`config.mk`:
```
export PLATFORM = sky130hd
export DESIGN_NAME = booth_mult_seq
export DESIGN_NICKNAME = d
export VERILOG_FILES = /design/src/rtl/booth_mult_seq.sv
export SDC_FILE = /design/constraint.sdc
export NUM_CORES = 1
export LEC_CHECK = 0
export ABC_CLOCK_PERIOD_IN_PS = 3800
export BUFFER_PORTS_ARGS = -buffer_cell sky130_fd_sc_hd__buf_4
export CAP_MARGIN = 20
export CORE_AREA = 3 3 76 95
export CTS_BUF_LIST = sky130_fd_sc_hd__clkbuf_4 sky130_fd_sc_hd__clkbuf_8
export DETAILED_ROUTE_END_ITERATION = 8
export DIE_AREA = 0 0 79 98
export PLACE_DENSITY = 0.75
export SETUP_SLACK_MARGIN = 0.1
export SLEW_MARGIN = 25
export SYNTH_ARGS = -nofsm -noshare
export SYNTH_HDL_FRONTEND = slang
export SYNTH_SLANG_ARGS = --single-unit
```
`constraint.sdc`:
```
create_clock -name clk -period 3.8 [get_ports clk]
set_input_delay 0.38 -clock clk [delete_from_list [all_inputs] [get_ports clk]]
set_output_delay 0.38 -clock clk [all_outputs]
set_load 0.02 [all_outputs]
```
`src/rtl/booth_mult_seq.sv`:
```
// Sequential radix-2 Booth multiplier, signed or unsigned per transaction.
// One Booth step per cycle over a (WIDTH+2)-bit accumulator.
module booth_mult_seq #(
  parameter int WIDTH = 8,
  localparam int CNT_W = $clog2(WIDTH + 2)
) (
  input  logic               clk,
  input  logic               rst,
  input  logic               in_valid,
  output logic               in_ready,
  input  logic               in_signed,
  input  logic [WIDTH-1:0]   multiplicand,
  input  logic [WIDTH-1:0]   multiplier,
  output logic               out_valid,
  input  logic               out_ready,
  output logic [2*WIDTH-1:0] product,
  output logic               busy
);

  typedef enum logic [1:0] {
    IDLE = 2'd0,
    ITER = 2'd1,
    DONE = 2'd2
  } state_t;

  state_t state, state_nxt;

  logic [WIDTH+1:0]   acc, acc_sum, acc_sh, m_ext;
  logic [WIDTH:0]     m_reg, q_reg, q_sh;
  logic               q_m1, sgn, last;
  logic [CNT_W-1:0]   cnt;
  logic [2*WIDTH-1:0] prod_nxt, prod_reg;

  assign m_ext   = {m_reg[WIDTH], m_reg};
  assign last    = (cnt <= CNT_W'(1));
  assign product = prod_reg;

  always_comb begin
    acc_sum = acc;
    case ({q_reg[0], q_m1})
      2'b01:   acc_sum = acc + m_ext;
      2'b10:   acc_sum = acc - m_ext;
      default: acc_sum = acc;
    endcase
    acc_sh = {acc_sum[WIDTH+1], acc_sum[WIDTH+1:1]};
    q_sh   = {acc_sum[0], q_reg[WIDTH:1]};
    // signed runs one step fewer, so Q[0] still holds an unused multiplier bit
    if (sgn)
      prod_nxt = {acc_sh[WIDTH-1:0], q_sh[WIDTH:1]};
    else
      prod_nxt = {acc_sh[WIDTH-2:0], q_sh};
  end

  always_comb begin
    state_nxt = state;
    in_ready  = 1'b0;
    out_valid = 1'b0;
    busy      = 1'b0;
    case (state)
      IDLE: begin
        in_ready = 1'b1;
        if (in_valid) state_nxt = ITER;
      end
      ITER: begin
        busy = 1'b1;
        if (last) state_nxt = DONE;
      end
      DONE: begin
        busy      = 1'b1;
        out_valid = 1'b1;
        if (out_ready) state_nxt = IDLE;
      end
      default: state_nxt = IDLE;
    endcase
  end

  always_ff @(posedge clk) begin
    if (rst) state <= IDLE;
    else     state <= state_nxt;
  end

  always_ff @(posedge clk) begin
    if (rst) begin
      acc      <= '0;
      q_reg    <= '0;
      m_reg    <= '0;
      q_m1     <= 1'b0;
      sgn      <= 1'b0;
      cnt      <= '0;
      prod_reg <= '0;
    end else begin
      case (state)
        IDLE: begin
          if (in_valid) begin
            m_reg <= {in_signed & multiplicand[WIDTH-1], multiplicand};
            q_reg <= {in_signed & multiplier[WIDTH-1], multiplier};
            acc   <= '0;
            q_m1  <= 1'b0;
            sgn   <= in_signed;
            cnt   <= in_signed ? CNT_W'(WIDTH) : CNT_W'(WIDTH + 1);
          end
        end
        ITER: begin
          acc   <= acc_sh;
          q_reg <= q_sh;
          q_m1  <= q_reg[0];
          if (cnt != '0) cnt <= cnt - CNT_W'(1);
          if (last) prod_reg <= prod_nxt;
        end
        default: ;
      endcase
    end
  end

endmodule

```
==> run summary <==
DR vias - 2,893
Placed insts - 489
Starting Density - 50.0%
Post-DRT Antenna Nets - 0
I/O pin count - 40
Syn Inst Count - 384
Global-route wire length before repair - 12,500 µm
Kind of critical path - register to register
Setup TNS - 0 ns
Cell variety after synth - 63
P&R area growth vs syn - 12.5%
First-pass iteration count of the detailed router - 5
Final period util - 71.8%
Commonest non-fill, non-tap cells in the layout - 51 x dfxtp_1, 46 x nor2_1, 42 x buf_4
Clock transition at path regs - 0.10 ns
Worst Tran Pin Value - 0.778 ns
Cts bufs inserted - 5
Mapped Area - 3170 µm²
Max H-tree Level - 2
Clock buffer depth - 2
Vias per inst - 5.82
# diodes - 0
Slew headroom - 48.2%
Final min period - 2.73 ns
Power Density - 852 nW/µm²
Vias in the first global route - 2,651
Skew final - 0.0109 ns
Max Slew Vio Count - 0
Residual DRC - 0
DR iter-0 viols - 190
Core ar. - 6330 µm²
Leak pwr - 1.35 nW
Dpl cell area - 3470 µm²
Sink Count - 51
Clk_lat worst skew - 0.32 ns
Post-layout nets - 449
Die H - 98 µm
HP Class - primary input to register
Initial antenna violation count - 0
Clk root buf - clkbuf_8
FF+latch count, synth - 51
Row cnt - 32
Post-Layout Cell Count - 497
Hold-fix buffers at CTS - 0
Gpl congestion - 0.880
Die Wd - 79 µm
Max Cap Viol - 0
Full die area - 7740 µm²
Wirelength per Cell - 14.9 µm
Fin area - 3560 µm²
Main synth FF type - dfxtp_1
Largest register FFs - 16
CP Launch Type - register
WP data required - 4.00 ns
Final setup fails - 0
Fraction of registers with async set/reset - 0%
YS warnings - 0
Post-synth EDFFs - 0
Ratio of cells with drive above 1 in the final layout - 15.3%
Routed wire length - 7420 µm
CTS tree - built
Status - finished, final reports clean
Sequential area share after synthesis - 32.3%
Post-cts sizing count - 0
All-layer global routing usage - 19.6%
I/O Buffers - 39
Overflow left after global routing - 0
Commonest non-fill, non-tap cell in the layout - dfxtp_1
CP Capture Type - register
HPWL Detailed - 5470 µm
Post-CTS setup buffer count - 0
Fin. Hold Viols - 0
RSZ-0062 raised after global routing - no
Maximum vdd drop - 514 µV
Arr. time, crit path - 2.93 ns
Largest net degree at the start of global routing - 56
Synthesized net count - 422
F_max - 0.367 GHz
Mean Syn Cell Area - 8.24 µm²
Max FO, Critical Path - 7
final timing paths:
path | start | end | slack (ns) | cells past startpoint
setup reg to reg | m_reg[2] | product[15] | 1.07 | 10
hold / removal | multiplicand[6] | m_reg[6] | 0.31 | 3
hold reg to reg | product[11] | product[11] | 0.46 | 2
setup / recovery | m_reg[2] | product[15] | 1.07 | 10
cells in the mapped netlist, drive strengths merged, types with 6 or more instances:
| cell | n | share of area (%) |
|---|---|---|
| buf | 11 | 1.9 |
| nor2 | 46 | 5.5 |
| a21oi | 36 | 5.7 |
| xnor2 | 9 | 2.5 |
| nor3 | 8 | 1.3 |
| a211oi | 21 | 5.0 |
| mux2i | 22 | 7.0 |
| ha | 16 | 6.3 |
| nand2 | 36 | 4.3 |
| nand3 | 8 | 1.3 |
| inv | 15 | 1.8 |
| a22oi | 7 | 1.7 |
| nand4 | 7 | 1.4 |
| dfxtp | 51 | 32 |
| o211ai | 6 | 1.6 |
| clkbuf | 11 | 1.9 |
| o21ai | 10 | 1.6 |
report_power, final:
| part | switching, mW | internal, mW | total (mW) |
|---|---|---|---|
| combinational | 1.11 | 0.744 | 1.86 |
| sequential | 0.149 | 0.697 | 0.846 |
| clock | 0.200 | 0.134 | 0.333 |
cell families (layout without fill, tap and decap cells):
family / count (synthesis) / after routing / synth area share (%)
buffers and inverters: 38 / 66 / 5.73
XOR/XNOR: 11 / 11 / 3.04
AND/OR/NAND/NOR: 136 / 136 / 21.2
AO/OA/AOI/OAI: 108 / 108 / 23.5
multiplexers: 23 / 23 / 7.31
flip-flops: 51 / 51 / 32.3
adder cells (fa/ha/maj): 17 / 17 / 6.96
critical path, cell delays in order, from the launching register on:
cell and delay, ns:
dfxtp_1 0.39, nor4_4 0.35, nor2b_1 0.20, a21oi_1 0.09, xnor2_1 0.15, ha_1 0.36
a2111o_1 0.41, a21oi_1 0.16, a21boi_2 0.09, a221oi_1 0.28, o21ai_0 0.12
final cells by class:
type / count / area, µm²
Timing Repair Buffer: 42 / 315
Multi-Input combinational cell: 295 / 1970
Clock buffer: 5 / 68.8
Inverter: 16 / 60.1
Sequential cell: 51 / 1020
Clock inverter: 3 / 22.5
Fill cell: 621 / 2770
Tap cell: 85 / 106
stage by stage:
| stage | utilization, % | worst slack [ns] | power, mW | hold WS (ns) |
|---|---|---|---|---|
| finish | 56.3 | 1.07 | 3.04 | 0.308 |
| global route | 56.3 | 0.890 | 3.30 | 0.307 |
| CTS | 56.2 | 1.09 | 3.03 | 0.308 |
| detailed placement | 54.8 | 1.10 | 2.70 | 0.448 |
| global placement | 54.8 | 1.13 | 2.67 | 0.444 |
| floorplan | - | 1.24 | 2.28 | 0.454 |
metal layers:
| metal | vias up | GRT usage (%) | part of all wire [%] |
|---|---|---|---|
| met1 | 1354 | 24.9 | 44 |
| met4 | 0 | 7.67 | 2.0 |
| met2 | 66 | 33.2 | 50 |
| li1 | 1460 | - | - |
| met3 | 13 | 2.68 | 4.1 |
| met5 | - | 0 | 0 |
No activity file was read; power rests on OpenSTA's default activity.
